`src/rtl/axi_id_remap_stage.sv`:
```
// AXI4 ID compressor: maps wide crossbar IDs onto a small set of narrow ID slots.
// Zero-latency combinational forwarding; AW/AR stall while no slot is available.

package axi_id_remap_pkg;

    typedef struct packed {
        logic [5:0]  id;
        logic [31:0] addr;
        logic [7:0]  len;
        logic [2:0]  size;
        logic [1:0]  burst;
        logic        lock;
        logic [3:0]  cache;
        logic [2:0]  prot;
        logic [3:0]  qos;
        logic [5:0]  atop;
    } slv_aw_t;

    typedef struct packed {
        logic [1:0]  id;
        logic [31:0] addr;
        logic [7:0]  len;
        logic [2:0]  size;
        logic [1:0]  burst;
        logic        lock;
        logic [3:0]  cache;
        logic [2:0]  prot;
        logic [3:0]  qos;
        logic [5:0]  atop;
    } mst_aw_t;

    typedef struct packed {
        logic [5:0]  id;
        logic [31:0] addr;
        logic [7:0]  len;
        logic [2:0]  size;
        logic [1:0]  burst;
        logic        lock;
        logic [3:0]  cache;
        logic [2:0]  prot;
        logic [3:0]  qos;
    } slv_ar_t;

    typedef struct packed {
        logic [1:0]  id;
        logic [31:0] addr;
        logic [7:0]  len;
        logic [2:0]  size;
        logic [1:0]  burst;
        logic        lock;
        logic [3:0]  cache;
        logic [2:0]  prot;
        logic [3:0]  qos;
    } mst_ar_t;

    typedef struct packed {
        logic [31:0] data;
        logic [3:0]  strb;
        logic        last;
    } w_t;

    typedef struct packed {
        logic [5:0] id;
        logic [1:0] resp;
    } slv_b_t;

    typedef struct packed {
        logic [1:0] id;
        logic [1:0] resp;
    } mst_b_t;

    typedef struct packed {
        logic [5:0]  id;
        logic [31:0] data;
        logic [1:0]  resp;
        logic        last;
    } slv_r_t;

    typedef struct packed {
        logic [1:0]  id;
        logic [31:0] data;
        logic [1:0]  resp;
        logic        last;
    } mst_r_t;

    typedef struct packed {
        slv_aw_t aw;
        logic    aw_valid;
        w_t      w;
        logic    w_valid;
        logic    b_ready;
        slv_ar_t ar;
        logic    ar_valid;
        logic    r_ready;
    } slv_req_t;

    typedef struct packed {
        logic    aw_ready;
        logic    ar_ready;
        logic    w_ready;
        slv_b_t  b;
        logic    b_valid;
        slv_r_t  r;
        logic    r_valid;
    } slv_resp_t;

    typedef struct packed {
        mst_aw_t aw;
        logic    aw_valid;
        w_t      w;
        logic    w_valid;
        logic    b_ready;
        mst_ar_t ar;
        logic    ar_valid;
        logic    r_ready;
    } mst_req_t;

    typedef struct packed {
        logic    aw_ready;
        logic    ar_ready;
        logic    w_ready;
        mst_b_t  b;
        logic    b_valid;
        mst_r_t  r;
        logic    r_valid;
    } mst_resp_t;

endpackage

// One direction's slot table plus the IDLE/HOLD FSM that pins the slot of a stalled request.
// Availability is purely registered state, so a freed slot becomes allocatable one cycle later.
module axi_id_remap_table #(
    parameter int unsigned SlvIdWidth   = 6,
    parameter int unsigned MaxUniqIds   = 4,
    parameter int unsigned MaxTxnsPerId = 8,
    localparam int unsigned IdxW = (MaxUniqIds > 1) ? $clog2(MaxUniqIds) : 1,
    localparam int unsigned CntW = $clog2(MaxTxnsPerId + 1)
) (
    input  logic                  clk_i,
    input  logic                  rst_i,
    input  logic                  req_vld,
    input  logic [SlvIdWidth-1:0] req_id,
    input  logic                  req_rdy,
    output logic                  avail,
    output logic [IdxW-1:0]       sel_idx,
    input  logic                  rsp_hs,
    input  logic                  rsp_dec,
    input  logic [IdxW-1:0]       rsp_idx,
    output logic [SlvIdWidth-1:0] rsp_slv_id
);

    typedef enum logic {IDLE, HOLD} state_e;

    state_e                state_q, state_d;
    logic [IdxW-1:0]       hold_idx_q, hold_idx_d;
    logic [MaxUniqIds-1:0] vld_q;
    logic [SlvIdWidth-1:0] sid_q [MaxUniqIds];
    logic [CntW-1:0]       cnt_q [MaxUniqIds];

    logic                  hit, any_free, alloc;
    logic [IdxW-1:0]       hit_idx, free_idx;
    logic [MaxUniqIds-1:0] inc_vec, dec_vec, pin_vec;

    // Descending scan so the lowest index wins for both the match and the free search.
    always_comb begin
        hit      = 1'b0;
        hit_idx  = '0;
        any_free = 1'b0;
        free_idx = '0;
        for (int i = MaxUniqIds - 1; i >= 0; i--) begin
            if (vld_q[i] && (sid_q[i] == req_id)) begin
                hit     = 1'b1;
                hit_idx = IdxW'(i);
            end
            if (!vld_q[i]) begin
                any_free = 1'b1;
                free_idx = IdxW'(i);
            end
        end
    end

    always_comb begin
        state_d    = state_q;
        hold_idx_d = hold_idx_q;
        avail      = 1'b0;
        sel_idx    = '0;
        case (state_q)
            IDLE: begin
                avail   = hit ? (cnt_q[hit_idx] != CntW'(MaxTxnsPerId)) : any_free;
                sel_idx = hit ? hit_idx : free_idx;
                if (req_vld && avail && !req_rdy) begin
                    state_d    = HOLD;
                    hold_idx_d = sel_idx;
                end
            end
            HOLD: begin
                avail   = 1'b1;
                sel_idx = hold_idx_q;
                if (req_vld && req_rdy) begin
                    state_d = IDLE;
                end
            end
        endcase
    end

    assign alloc      = req_vld && avail && req_rdy;
    assign rsp_slv_id = sid_q[rsp_idx];

    // A slot is pinned from the cycle it first stalls, so a same-cycle free cannot release it.
    always_comb begin
        inc_vec = '0;
        dec_vec = '0;
        pin_vec = '0;
        for (int i = 0; i < MaxUniqIds; i++) begin
            inc_vec[i] = alloc && (sel_idx == IdxW'(i));
            dec_vec[i] = rsp_dec && (rsp_idx == IdxW'(i));
            pin_vec[i] = (state_d == HOLD) && (hold_idx_d == IdxW'(i));
        end
    end

    always_ff @(posedge clk_i) begin
        if (rst_i) begin
            state_q    <= IDLE;
            hold_idx_q <= '0;
            vld_q      <= '0;
            for (int i = 0; i < MaxUniqIds; i++) begin
                sid_q[i] <= '0;
                cnt_q[i] <= '0;
            end
        end else begin
            state_q    <= state_d;
            hold_idx_q <= hold_idx_d;
            for (int i = 0; i < MaxUniqIds; i++) begin
                if (inc_vec[i]) begin
                    vld_q[i] <= 1'b1;
                    sid_q[i] <= req_id;
                end else if (dec_vec[i] && (cnt_q[i] == CntW'(1)) && !pin_vec[i]) begin
                    vld_q[i] <= 1'b0;
                end
                if (inc_vec[i] && !dec_vec[i]) begin
                    cnt_q[i] <= cnt_q[i] + CntW'(1);
                end else if (!inc_vec[i] && dec_vec[i]) begin
                    cnt_q[i] <= cnt_q[i] - CntW'(1);
                end
            end
        end
    end

    assert property (@(posedge clk_i) disable iff (rst_i) rsp_hs |-> vld_q[rsp_idx]);
    assert property (@(posedge clk_i) disable iff (rst_i) rsp_dec |-> (cnt_q[rsp_idx] != '0));

endmodule

// Top: write and read tables around a straight AXI4 pass-through with ID rewriting.
// W passes untouched; every valid/ready toward either side is forced low during reset.
module axi_id_remap_stage #(
    parameter int unsigned SlvIdWidth   = 6,
    parameter int unsigned MstIdWidth   = 2,
    parameter int unsigned MaxUniqIds   = 4,
    parameter int unsigned MaxTxnsPerId = 8,
    parameter type slv_req_t  = axi_id_remap_pkg::slv_req_t,
    parameter type slv_resp_t = axi_id_remap_pkg::slv_resp_t,
    parameter type mst_req_t  = axi_id_remap_pkg::mst_req_t,
    parameter type mst_resp_t = axi_id_remap_pkg::mst_resp_t
) (
    input  logic      clk_i,
    input  logic      rst_i,
    input  slv_req_t  slv_req_i,
    output slv_resp_t slv_resp_o,
    output mst_req_t  mst_req_o,
    input  mst_resp_t mst_resp_i
);

    localparam int unsigned IdxW = (MaxUniqIds > 1) ? $clog2(MaxUniqIds) : 1;

    logic                  aw_req_vld, ar_req_vld, aw_avail, ar_avail;
    logic                  b_hs, r_hs, r_dec;
    logic [IdxW-1:0]       aw_idx, ar_idx;
    logic [SlvIdWidth-1:0] b_slv_id, r_slv_id;

    assign aw_req_vld = slv_req_i.aw_valid && !rst_i;
    assign ar_req_vld = slv_req_i.ar_valid && !rst_i;
    assign b_hs       = mst_resp_i.b_valid && slv_req_i.b_ready && !rst_i;
    assign r_hs       = mst_resp_i.r_valid && slv_req_i.r_ready && !rst_i;
    assign r_dec      = r_hs && mst_resp_i.r.last;

    axi_id_remap_table #(
        .SlvIdWidth   (SlvIdWidth),
        .MaxUniqIds   (MaxUniqIds),
        .MaxTxnsPerId (MaxTxnsPerId)
    ) i_wr_table (
        .clk_i      (clk_i),
        .rst_i      (rst_i),
        .req_vld    (aw_req_vld),
        .req_id     (slv_req_i.aw.id),
        .req_rdy    (mst_resp_i.aw_ready),
        .avail      (aw_avail),
        .sel_idx    (aw_idx),
        .rsp_hs     (b_hs),
        .rsp_dec    (b_hs),
        .rsp_idx    (mst_resp_i.b.id[IdxW-1:0]),
        .rsp_slv_id (b_slv_id)
    );

    axi_id_remap_table #(
        .SlvIdWidth   (SlvIdWidth),
        .MaxUniqIds   (MaxUniqIds),
        .MaxTxnsPerId (MaxTxnsPerId)
    ) i_rd_table (
        .clk_i      (clk_i),
        .rst_i      (rst_i),
        .req_vld    (ar_req_vld),
        .req_id     (slv_req_i.ar.id),
        .req_rdy    (mst_resp_i.ar_ready),
        .avail      (ar_avail),
        .sel_idx    (ar_idx),
        .rsp_hs     (r_hs),
        .rsp_dec    (r_dec),
        .rsp_idx    (mst_resp_i.r.id[IdxW-1:0]),
        .rsp_slv_id (r_slv_id)
    );

    always_comb begin
        mst_req_o  = '0;
        slv_resp_o = '0;

        mst_req_o.aw.id     = MstIdWidth'(aw_idx);
        mst_req_o.aw.addr   = slv_req_i.aw.addr;
        mst_req_o.aw.len    = slv_req_i.aw.len;
        mst_req_o.aw.size   = slv_req_i.aw.size;
        mst_req_o.aw.burst  = slv_req_i.aw.burst;
        mst_req_o.aw.lock   = slv_req_i.aw.lock;
        mst_req_o.aw.cache  = slv_req_i.aw.cache;
        mst_req_o.aw.prot   = slv_req_i.aw.prot;
        mst_req_o.aw.qos    = slv_req_i.aw.qos;
        mst_req_o.aw.atop   = slv_req_i.aw.atop;
        mst_req_o.aw_valid  = aw_req_vld && aw_avail;
        slv_resp_o.aw_ready = !rst_i && mst_resp_i.aw_ready && aw_avail;

        mst_req_o.ar.id     = MstIdWidth'(ar_idx);
        mst_req_o.ar.addr   = slv_req_i.ar.addr;
        mst_req_o.ar.len    = slv_req_i.ar.len;
        mst_req_o.ar.size   = slv_req_i.ar.size;
        mst_req_o.ar.burst  = slv_req_i.ar.burst;
        mst_req_o.ar.lock   = slv_req_i.ar.lock;
        mst_req_o.ar.cache  = slv_req_i.ar.cache;
        mst_req_o.ar.prot   = slv_req_i.ar.prot;
        mst_req_o.ar.qos    = slv_req_i.ar.qos;
        mst_req_o.ar_valid  = ar_req_vld && ar_avail;
        slv_resp_o.ar_ready = !rst_i && mst_resp_i.ar_ready && ar_avail;

        mst_req_o.w         = slv_req_i.w;
        mst_req_o.w_valid   = !rst_i && slv_req_i.w_valid;
        slv_resp_o.w_ready  = !rst_i && mst_resp_i.w_ready;

        slv_resp_o.b.id     = b_slv_id;
        slv_resp_o.b.resp   = mst_resp_i.b.resp;
        slv_resp_o.b_valid  = !rst_i && mst_resp_i.b_valid;
        mst_req_o.b_ready   = !rst_i && slv_req_i.b_ready;

        slv_resp_o.r.id     = r_slv_id;
        slv_resp_o.r.data   = mst_resp_i.r.data;
        slv_resp_o.r.resp   = mst_resp_i.r.resp;
        slv_resp_o.r.last   = mst_resp_i.r.last;
        slv_resp_o.r_valid  = !rst_i && mst_resp_i.r_valid;
        mst_req_o.r_ready   = !rst_i && slv_req_i.r_ready;
    end

    assert property (@(posedge clk_i) disable iff (rst_i) slv_req_i.aw_valid |-> (slv_req_i.aw.atop == '0));

endmodule

```
`config.mk`:
```
export PLATFORM = sky130hd
export DESIGN_NAME = axi_id_remap_stage
export DESIGN_NICKNAME = d
export VERILOG_FILES = /design/src/rtl/axi_id_remap_stage.sv
export SDC_FILE = /design/constraint.sdc
export NUM_CORES = 1
export LEC_CHECK = 0
export BUFFER_PORTS_ARGS = -buffer_cell sky130_fd_sc_hd__clkbuf_2
export CAP_MARGIN = 20
export CORE_AREA = 8 8 167 169
export CTS_CLUSTER_SIZE = 30
export DETAILED_ROUTE_END_ITERATION = 6
export DIE_AREA = 0 0 175 177
export PLACE_DENSITY = 0.6
export SLEW_MARGIN = 20
export SYNTH_ARGS = -nofsm -noshare
export SYNTH_HDL_FRONTEND = slang
export SYNTH_SLANG_ARGS = --single-unit
export TNS_END_PERCENT = 10
```
`constraint.sdc`:
```
create_clock -name clk_i -period 3.95 [get_ports clk_i]
set_clock_uncertainty 0.05 [all_clocks]
set_input_delay 0.79 -clock clk_i [delete_from_list [all_inputs] [get_ports clk_i]]
set_output_delay 0.79 -clock clk_i [all_outputs]
set_load 0.03 [all_outputs]
```
==> results of run 1 <==
-- state kept, by name, indices dropped and copies added (netlist names) --
register               cells
i_wr_table.sid_q          24
i_rd_table.cnt_q          16
i_wr_table.cnt_q          16
i_rd_table.vld_q           4
i_wr_table.hold_idx_q      2
i_rd_table.state_q         1
i_rd_table.sid_q          24
i_wr_table.state_q         1
i_wr_table.vld_q           4
i_rd_table.hold_idx_q      2
-- cell usage in the layout (no fill, tap or decap), types with 12 or more instances in the layout --
cell type and instances:
and2_1 53, edfxtp_1 80, nand3_1 21, inv_1 26, xnor2_1 19, mux4_2 12
clkbuf_2 55, nor2_1 58, nor3_1 20, dfxtp_1 14, o21ai_0 22, ha_1 24
nand2_1 57, a21oi_1 17, xor2_1 30, buf_4 16
-- area by class of cell --
class / instances / area share [%]
clock buffer: 10 / 3.04
multi-input combinational: 496 / 47.7
timing repair buffer: 71 / 5.25
sequential: 94 / 35.7
tap: 335 / 5.57
clock inverter: 6 / 1.45
inverter: 26 / 1.30
-- per-layer routing --
layer  vias up  wire, um  track usage, %
li1       2458         -               -
met1      2552      7300            13.1
met2       197      8220            17.7
met3        51      1160            3.46
met4         0       378            3.60
met5         -         0               0
-- cells by family (layout without fill, tap and decap cells) --
kind of cell               Yosys count  count (layout)  synth area share, %
and+or+nand+nor                    289             289                 20.1
buffers and inverters              249             113                 21.8
AOI/OAI and AO/OA                  110             110                 10.6
DFF                                 94              94                 33.4
xor gates and xnor gates            49              49                 5.35
adders and majority gates           24              24                 3.74
muxes                               24              24                 4.93
-- worst paths after layout --
kind / from / endpoint / slack (ps)
max: slv_req_i[170] / slv_resp_o[53] / 230
min: i_wr_table.hold_idx_q[0] / i_wr_table.hold_idx_q[0] / 480
max reg2reg: i_wr_table.sid_q[0][1] / i_wr_table.cnt_q[1][2] / 840
min reg2reg: i_wr_table.hold_idx_q[0] / i_wr_table.hold_idx_q[0] / 480
-- critical path, delay by kind of cell --
| kind | cells | cell delay [ps] |
|---|---|---|
| AO/OA/AOI/OAI | 2 | 420 |
| XOR/XNOR | 1 | 210 |
| buffers and inverters | 2 | 450 |
| AND/OR/NAND/NOR | 4 | 1010 |
-- power breakdown --
part,switching [mW],internal (mW),total [mW]
Clock,0.390,0.620,1.01
Combinational,0.225,0.136,0.361
Sequential,0.0626,1.13,1.19
Total,0.678,1.89,2.57
-- per-stage QoR --
stage | instances | area [um^2]
finish | 1038 | 7520
CTS | 1038 | 7520
global route | 1038 | 7520
global placement | 1022 | 7190
detailed placement | 1022 | 7190
floorplan | 839 | 8030
==> run summary, run 1 <==
max_cap viols: 0
Detailed Place HPWL: 13300 um
register cell area after layout: 2680 um^2
overall fraction of global-route tracks in use: 10.8%
Leakage: 2.79 nW
fraction of registers with async set or reset after synthesis: 0%
total of cells resized after clock tree synthesis: 0
sequential fraction of the synthesis area: 33.4%
CP Capture Type: output pin
post-synth cell types: 68
first-iteration detailed-routing DRC count: 270
number of placement rows: 59
number of CTS-inserted buffers: 9
buffer type at the clock tree root: clkbuf_16
worst-case hold slack: 482 ps
endpoint arrival time on the critical path: 2880 ps
Filler cells: 2679
area of the core region: 25500 um^2
Final TNS setup: 0 ps
fraction of post-synthesis cell area in the top cell type by area: 29.9%
worst min-delay path class: register to register
Die Wd: 175 um
most numerous cell types in the synthesized netlist: buf_4, edfxtp_1, nor2_1, nand2_1, and2_1
library cell appearing most often on the critical path: clkbuf_2
Synth area leader: edfxtp_1
largest incremental delay on the critical path: 380 ps
wire length of the first global-routing pass: 27100 um
mean post-synth cell area: 9.57 um^2
GR Overflow Total: 0
final hold vios: 0
initial core utilization: 31.5%
number of H-tree branching levels: 3
vias in the first global route: 5079
cell-by-cell listing of the critical path: clkbuf_2 > xor2_1 > nor4_4 > and3_1 > o311a_2 > o21a_1 > nor2_1 > nor3b_1 > clkbuf_2
number of synthesized flops with an enable pin: 80
clk slew on worst S/H paths: 70 ps
initial antenna violation count: 0
top post-synthesis cells by area: edfxtp_1, buf_4, and2_1
average wire length per cell after detail routing: 16.4 um
required time at the endpoint of the critical path: 3110 ps
count of clock tree sinks: 94
Core Util, Final: 29.5%
critical path start-end classification: input pin to output pin
crit-path max FO: 8
run status: finished, final reports clean
ratio of routed vias to standard cells: 5.07
count leader, synth: buf_4
NumNets Final: 944
hold_buf cts: 0
ratio of total power to cell area: 341 nW/um^2
cell count of the worst hold path: 2
setup repair after global routing missed its margin: false
post-detailed-route count of antenna-violating nets: 0
n_diodes: 0
vertical extent of the die: 177 um
first-pass iteration count of the detailed router: 5
worst slew pin tran: 497 ps
global placement routability congestion: 0.825
area of the multi-input gates: 3590 um^2
Synth Instances: 839
clock period minus worst slack: 3720 ps
CTS tree: done
maximum root-to-sink buffer count: 2
number of nets in the synthesized netlist: 1085
signed area change from the synthesized netlist to the final layout: -6.24%
CP max-delay cell: nor4_4
register bit total from synthesis: 94
mapped cell area: 8030 um^2
detailed-route DRC error count: 0
IR drop worst, VDD: 0.000232 V
vias: 5258
Syn. warnings: 0
largest net degree at the start of global routing: 19
CP Launch Type: input pin
full die area: 31000 um^2
Skew-Pair Late Insertion Delay: 340 ps
tightest slew margin relative to the limit: 66.6%
Worst Reg-to-Reg Cells: 9
boundary pin count: 442
peak clock frequency supported by timing: 0.269 GHz
Setup-failing EPs final: 0
Post-Place Worst Slack: 173 ps
total setup buffers inserted after CTS: 0
predominant post-synthesis flop cell: edfxtp_1
total wirelength of the detailed-routed design: 17100 um
PortBufs: 55
number of max-slew violations in the final report: 0
smallest setup slack after layout: 230 ps
share of layout cells above drive strength 1: 20.1%
share of the clock period used by the worst path: 94.2%
total design power: 2.57 mW
(Power assumes the default switching activity.)
==> inputs of run 2 (changes only) <==
--- a/config.mk
+++ b/config.mk
@@ -7,10 +7,11 @@
 export LEC_CHECK = 0
 export BUFFER_PORTS_ARGS = -buffer_cell sky130_fd_sc_hd__clkbuf_2
 export CAP_MARGIN = 20
-export CORE_AREA = 8 8 167 169
+export CORE_AREA = 8 8 166 168
+export CTS_BUF_LIST = sky130_fd_sc_hd__clkbuf_8
 export CTS_CLUSTER_SIZE = 30
 export DETAILED_ROUTE_END_ITERATION = 6
-export DIE_AREA = 0 0 175 177
+export DIE_AREA = 0 0 174 176
 export PLACE_DENSITY = 0.6
 export SLEW_MARGIN = 20
 export SYNTH_ARGS = -nofsm -noshare
==> run 2 against run 1 <==
  * Power decreased by 14%
  * Sequential power about the same
  * Critical path depth decreased by 1
  * Clock power decreased by 35%
  * Global-route usage increased by 0.084 points
  * Die area decreased by 1.1%
  * Via count decreased by 1.3%
  * Routed wire length decreased by 1.1%
  * Worst setup slack improved by 39 ps
  * Hold slack improved by 9.9 ps
  * Critical endpoint is now mst_req_o[1]
  * Largest cell class unchanged
==> run summary, run 2 (synthesis gave the netlist of run 1 again) <==
GR Overflow Total: 0 (unchanged)
worst-case register-to-register setup slack: 770 ps (-70 ps)
wire length of the first global-routing pass: 26900 um (-0.84%)
post-detailed-route count of antenna-violating nets: 0 (unchanged)
Skew-Pair Late Insertion Delay: 380 ps (+40 ps)
count of clock tree sinks: 94 (unchanged)
maximum root-to-sink buffer count: 2 (unchanged)
sequential share of power: 54.1% (+7.5 points)
initial core utilization: 32.3% (+0.82 points)
switching part of the total power: 29.5% (+3.1 points)
hold_buf cts: 0 (unchanged)
total setup buffers inserted after CTS: 0 (unchanged)
ratio of routed vias to standard cells: 5.02 (-0.91%)
worst setup path start: slv_req_i[60]
first-pass iteration count of the detailed router: 5 (unchanged)
worst setup path endpoint: mst_req_o[1]
worst min-delay path class: register to register
NumNets Final: 945 (+0.11%)
peak clock frequency supported by timing: 0.272 GHz (+1.1%)
switching power total: 0.652 mW (-3.9%)
boundary pin count: 442 (unchanged)
Detailed Place HPWL: 13100 um (-2.1%)
average wire length per cell after detail routing: 16.3 um (-0.68%)
crit-path max FO: 8 (unchanged)
overall fraction of global-route tracks in use: 10.9% (+0.084 points)
first-iteration detailed-routing DRC count: 322 (+19%)
Final TNS setup: 0 ps (unchanged)
logic gate share of total power: 16.3% (+2.2 points)
clk slew on worst S/H paths: 100 ps (+30 ps)
number of placed instances with taps included: 1018 (-0.39%)
initial antenna violation count: 0 (unchanged)
CP Capture Type: output pin
share of the clock period used by the worst path: 93.2% (-0.98 points)
largest registers in the final layout: i_rd_table.sid_q: 24 flops, i_wr_table.sid_q: 24 flops
capture instance of the worst register-to-register path: i_wr_table.cnt_q[1][2]
Die Wd: 174 um (-0.57%)
max_cap viols: 0 (unchanged)
worst slew pin tran: 548 ps (+51.0 ps)
detailed-route DRC error count: 0 (unchanged)
run status: finished, final reports clean
CTS tree: done
PortBufs: 55 (unchanged)
vertical extent of the die: 176 um (-0.56%)
tightest slew margin relative to the limit: 63.3% (-3.3 points)
vias in the first global route: 5116 (+0.73%)
number of H-tree branching levels: 3 (unchanged)
number of placement rows: 58 (-1.7%)
final hold vios: 0 (unchanged)
critical path start-end classification: input pin to output pin
Worst Reg-to-Reg Cells: 9 (unchanged)
clock period minus worst slack: 3680 ps (-38.7 ps)
Leakage: 2.73 nW (-2.4%)
smallest setup slack after layout: 269 ps (+38.7 ps)
post-route insts no fill: 1034 (-0.39%)
most frequent cells in the layout: edfxtp_1, nor2_1, nand2_1
endpoint arrival time on the critical path: 2840 ps (-40 ps)
ratio of total power to cell area: 299 nW/um^2 (-12%)
number of max-slew violations in the final report: 0 (unchanged)
Setup-failing EPs final: 0 (unchanged)
signed area change from the synthesized netlist to the final layout: -8.06%
required time at the endpoint of the critical path: 3110 ps (about the same)
setup repair after global routing missed its margin: false
cell internal power dissipation: 1.56 mW (-18%)
largest net degree at the start of global routing: 17 (-2)
IR drop worst, VDD: 0.000187 V (-19%)
area of the core region: 24800 um^2 (-2.5%)
commonest non-fill, non-tap cell in the layout: edfxtp_1
CP Launch Type: input pin
full die area: 30600 um^2 (-1.1%)
number of CTS-inserted buffers: 9 (unchanged)
Crit Reg-Reg Startpoint: i_wr_table.sid_q[0][1]
total design power: 2.21 mW (-14%)
Post-Place Worst Slack: 229 ps (+55.9 ps)
total wirelength of the detailed-routed design: 16900 um (-1.1%)
share of layout cells above drive strength 1: 19.9% (-0.17 points)
relative contribution of the clock network to total power: 29.6% (-9.8 points)
global placement routability congestion: 0.844 (+2.3%)
total of cells resized after clock tree synthesis: 0 (unchanged)
buffer type at the clock tree root: clkbuf_8
n_diodes: 0 (unchanged)
vias: 5190 (-1.3%)
[run 2: changes by cell type in the layout (fill, tap and decap cells not counted)]
cell | before | now
clkinv_2 | 2 | 0
bufinv_16 | 3 | 1
clkbuf_16 | 9 | 0
inv_1 | 26 | 27
clkinvlp_4 | 0 | 1
clkbuf_1 | 1 | 0
inv_6 | 1 | 0
clkbuf_8 | 0 | 9
buf_4 | 16 | 17
clkinv_4 | 0 | 2
clkinv_1 | 0 | 2
[run 2: worst min-delay path by stage]
stage / to / start / depth (start not counted) / slack (ps)
2_1_floorplan: i_wr_table.hold_idx_q[0] / i_wr_table.hold_idx_q[0] / 2 / 430
3_3_place_gp: i_wr_table.vld_q[2] / i_wr_table.vld_q[2] / 1 / 460
3_5_place_dp: i_wr_table.vld_q[2] / i_wr_table.vld_q[2] / 1 / 460
4_1_cts: i_wr_table.vld_q[2] / i_wr_table.vld_q[2] / 1 / 490
5_1_grt: i_wr_table.vld_q[2] / i_wr_table.vld_q[2] / 1 / 520
6_report: i_wr_table.vld_q[2] / i_wr_table.vld_q[2] / 1 / 490
[run 2: through the flow]
stage / utilization, % / hold slack, ps / instance area [um^2]
3_5_place_dp: 29.0 / 462 / 7190
5_1_grt: 29.7 / 518 / 7380
4_1_cts: 29.7 / 487 / 7380
6_report: 29.7 / 491 / 7380
2_1_floorplan: - / 425 / 8030
3_3_place_gp: 29.0 / 462 / 7190
[run 2: power groups by stage]
stage	Combinational [mW]	Clock (mW)	Sequential, mW
finish	0.359	0.654	1.19
global route	0.394	0.704	1.20
CTS	0.362	0.676	1.19
detailed placement	0.361	0	1.22
global placement	0.357	0	1.22
floorplan	0.641	0	1.19
[run 2: routing by layer]
| layer | track usage (%) | vias up | wire length, um |
|---|---|---|---|
| met5 | 0 | - | 0 |
| met4 | 4.67 | 0 | 510 |
| met3 | 4.14 | 56 | 1180 |
| met2 | 16.8 | 175 | 7600 |
| met1 | 13.3 | 2492 | 7590 |
| li1 | - | 2467 | - |
[run 2: area by class of cell]
| class | instances | area (um^2) |
|---|---|---|
| multi-input cells | 496 | 3590 |
| clock inverters | 7 | 66.3 |
| well taps | 330 | 413 |
| fillers | 2619 | 17400 |
| flip-flops and latches | 94 | 2680 |
| repair buffers | 72 | 403 |
| clock buffers | 9 | 124 |
| inverters | 26 | 97.6 |
[run 2: worst max-delay path, stage by stage]
cell	delay, ps
clkbuf_2	170
xor2_1	200
nor4_2	360
and3_1	240
a311oi_1	150
a211oi_4	540
nor2_1	160
clkbuf_2	220
==> inputs of run 3 (changes only) <==
--- a/config.mk
+++ b/config.mk
@@ -6,13 +6,13 @@
 export NUM_CORES = 1
 export LEC_CHECK = 0
 export BUFFER_PORTS_ARGS = -buffer_cell sky130_fd_sc_hd__clkbuf_2
-export CAP_MARGIN = 20
 export CORE_AREA = 8 8 166 168
 export CTS_BUF_LIST = sky130_fd_sc_hd__clkbuf_8
 export CTS_CLUSTER_SIZE = 30
 export DETAILED_ROUTE_END_ITERATION = 6
 export DIE_AREA = 0 0 174 176
 export PLACE_DENSITY = 0.6
+export SETUP_SLACK_MARGIN = 0.4
 export SLEW_MARGIN = 20
 export SYNTH_ARGS = -nofsm -noshare
 export SYNTH_HDL_FRONTEND = slang
==> run 3 against run 2 <==
  * Power is 2.8% higher
  * Clock power grew 8.3%
  * Critical path depth unchanged
  * Via count rose by 1.1%
  * Sequential cell count unchanged
  * Cell count up 0.48%
  * Final area increased by 1.6%
  * Routed wire length up 1.4%
  * First-iteration DRC count increased by 1.9%
  * Sequential share of layout area fell by 0.59 points
  * Utilization grew 0.49 points
  * Largest cell class unchanged
  * Highest routed layer unchanged
==> run summary, run 3 (synthesis gave the netlist of run 1 again) <==
worst min-delay path class: register to register
overall fraction of global-route tracks in use: 11.0% (+0.098 points)
Detailed Place HPWL: 13100 um (+0.35%)
number of placed instances with taps included: 1018 (unchanged)
number of max-slew violations in the final report: 0 (unchanged)
first-iteration detailed-routing DRC count: 328 (+1.9%)
maximum root-to-sink buffer count: 2 (unchanged)
initial core utilization: 32.3% (unchanged)
critical path start-end classification: input pin to output pin
cell-by-cell listing of the critical path: clkbuf_2 > xor2_1 > nor4_4 > and3_4 > a21oi_1 > o31a_2 > inv_1 > buf_2
count of clock tree sinks: 94 (unchanged)
first-pass iteration count of the detailed router: 5 (unchanged)
ratio of routed vias to standard cells: 5.05 (+0.63%)
most frequent cells in the layout: edfxtp_1, nand2_1, nor2_1
initial antenna violation count: 0 (unchanged)
endpoint arrival time on the critical path: 2660 ps (-180 ps)
full die area: 30600 um^2 (unchanged)
global placement routability congestion: 0.842 (-0.21%)
final hold vios: 0 (unchanged)
vias in the first global route: 5219 (+2.0%)
n_diodes: 0 (unchanged)
max_cap viols: 0 (unchanged)
clk slew on worst S/H paths: 100 ps (about the same)
post-detailed-route count of antenna-violating nets: 0 (unchanged)
commonest non-fill, non-tap cell in the layout: edfxtp_1
wire length of the first global-routing pass: 27500 um (+2.3%)
buffer and inverter count on the worst path: 3 (+1)
worst-case register-to-register setup slack: 720 ps (-50 ps)
share of layout cells above drive strength 1: 22.4% (+2.5 points)
number of placement rows: 58 (unchanged)
Die Wd: 174 um (unchanged)
number of CTS-inserted buffers: 9 (unchanged)
PortBufs: 55 (unchanged)
total design power: 2.27 mW (+2.8%)
signed area change from the synthesized netlist to the final layout: -6.55%
worst-case hold slack: 480 ps (-11.4 ps)
crit-path leading delay family: simple AND/OR/NAND/NOR gates
CP max-delay cell: nor4_4
Final TNS setup: 0 ps (unchanged)
IR drop worst, VDD: 0.000186 V (-0.66%)
CTS tree: done
worst slew pin tran: 519 ps (-29.4 ps)
area of the core region: 24800 um^2 (unchanged)
share of the clock period used by the worst path: 88.5% (-4.7 points)
buffer type at the clock tree root: clkbuf_8
average wire length per cell after detail routing: 16.5 um (+0.91%)
met1 GRT Util: 13.4% (+0.10 points)
Leakage: 2.76 nW (+1.1%)
vertical extent of the die: 176 um (unchanged)
detailed-route DRC error count: 0 (unchanged)
peak clock frequency supported by timing: 0.286 GHz (+5.3%)
clock period minus worst slack: 3500 ps (-186 ps)
Skew-Pair Late Insertion Delay: 390 ps (about the same)
NumNets Final: 950 (+0.53%)
CP Launch Type: input pin
number of H-tree branching levels: 3 (unchanged)
total wirelength of the detailed-routed design: 17100 um (+1.4%)
required time at the endpoint of the critical path: 3110 ps (about the same)
global-route layer with the greatest usage: met2
met3 usage in global routing: 4.02% (-0.13 points)
crit-path max FO: 8 (unchanged)
ratio of total power to cell area: 302 nW/um^2 (+1.1%)
CP Capture Type: output pin
post-route insts no fill: 1039 (+0.48%)
Setup-failing EPs final: 0 (unchanged)
run status: finished, final reports clean
GR Overflow Total: 0 (unchanged)
met2 usage in global routing: 17.1% (+0.24 points)
largest net degree at the start of global routing: 19 (+2)
tightest slew margin relative to the limit: 65.3% (+1.9 points)
boundary pin count: 442 (unchanged)
largest registers in the final layout: i_rd_table.sid_q: 24 flops, i_wr_table.sid_q: 24 flops
largest incremental delay on the critical path: 380 ps (-160 ps)
setup repair after global routing missed its margin: true
vias: 5248 (+1.1%)
-- run 3: cell types whose count changed in the layout (fill, tap and decap cells not counted), sizes merged --
| cell | previous run | this run |
|---|---|---|
| buf | 17 | 28 |
| clkbuf | 64 | 58 |
| clkinv | 4 | 0 |
| inv | 27 | 30 |
| clkinvlp | 1 | 2 |
-- run 3: cell type report --
class | instances | area [um^2]
fill | 2593 | 17300
clock buffer | 9 | 124
multi-input combinational | 496 | 3650
sequential | 94 | 2680
timing repair buffer | 77 | 443
tap | 330 | 413
inverter | 26 | 101
clock inverter | 7 | 86.3
-- run 3: worst register-to-register path, stage by stage (launching register included) --
cell and delay (ps):
edfxtp_1 410, xor2_1 190, nor4_2 400, and3_1 310, a311o_1 260, o2111ai_1 230
a211oi_2 530, nor2_1 170, a221oi_1 320, a31oi_1 90
-- run 3: repair_timing --
action	4_1_cts	5_1_grt
hold buffers	0	0
resized for setup	0	23
endpoints found under the setup margin	6	20
setup buffers	1	4
pin swaps	1	7
-- run 3: worst paths after layout --
check,start,endpoint,depth (start not counted)
hold / removal,i_wr_table.vld_q[2],i_wr_table.vld_q[2],1
hold reg to reg,i_wr_table.vld_q[2],i_wr_table.vld_q[2],1
setup / recovery,slv_req_i[170],mst_req_o[164],8
setup reg to reg,i_wr_table.sid_q[0][3],i_wr_table.cnt_q[1][2],9
-- run 3: metrics by stage --
step                utilization (%)  setup slack [ps]  instance area (um^2)
floorplan                         -               352                  8030
global placement               29.0               236                  7190
detailed placement             29.0               195                  7190
CTS                            29.9               263                  7410
global route                   30.2               342                  7500
finish                         30.2               455                  7500
-- run 3: layer usage --
metal	vias to the layer above	wire, um
li1	2470	-
met5	-	0
met3	68	1240
met1	2492	7480
met2	218	7850
met4	0	554
-- run 3: where the power goes --
part	total, mW	switching [mW]	internal (mW)
Clock	0.708	0.399	0.308
Combinational	0.367	0.228	0.140
Sequential	1.19	0.0619	1.13
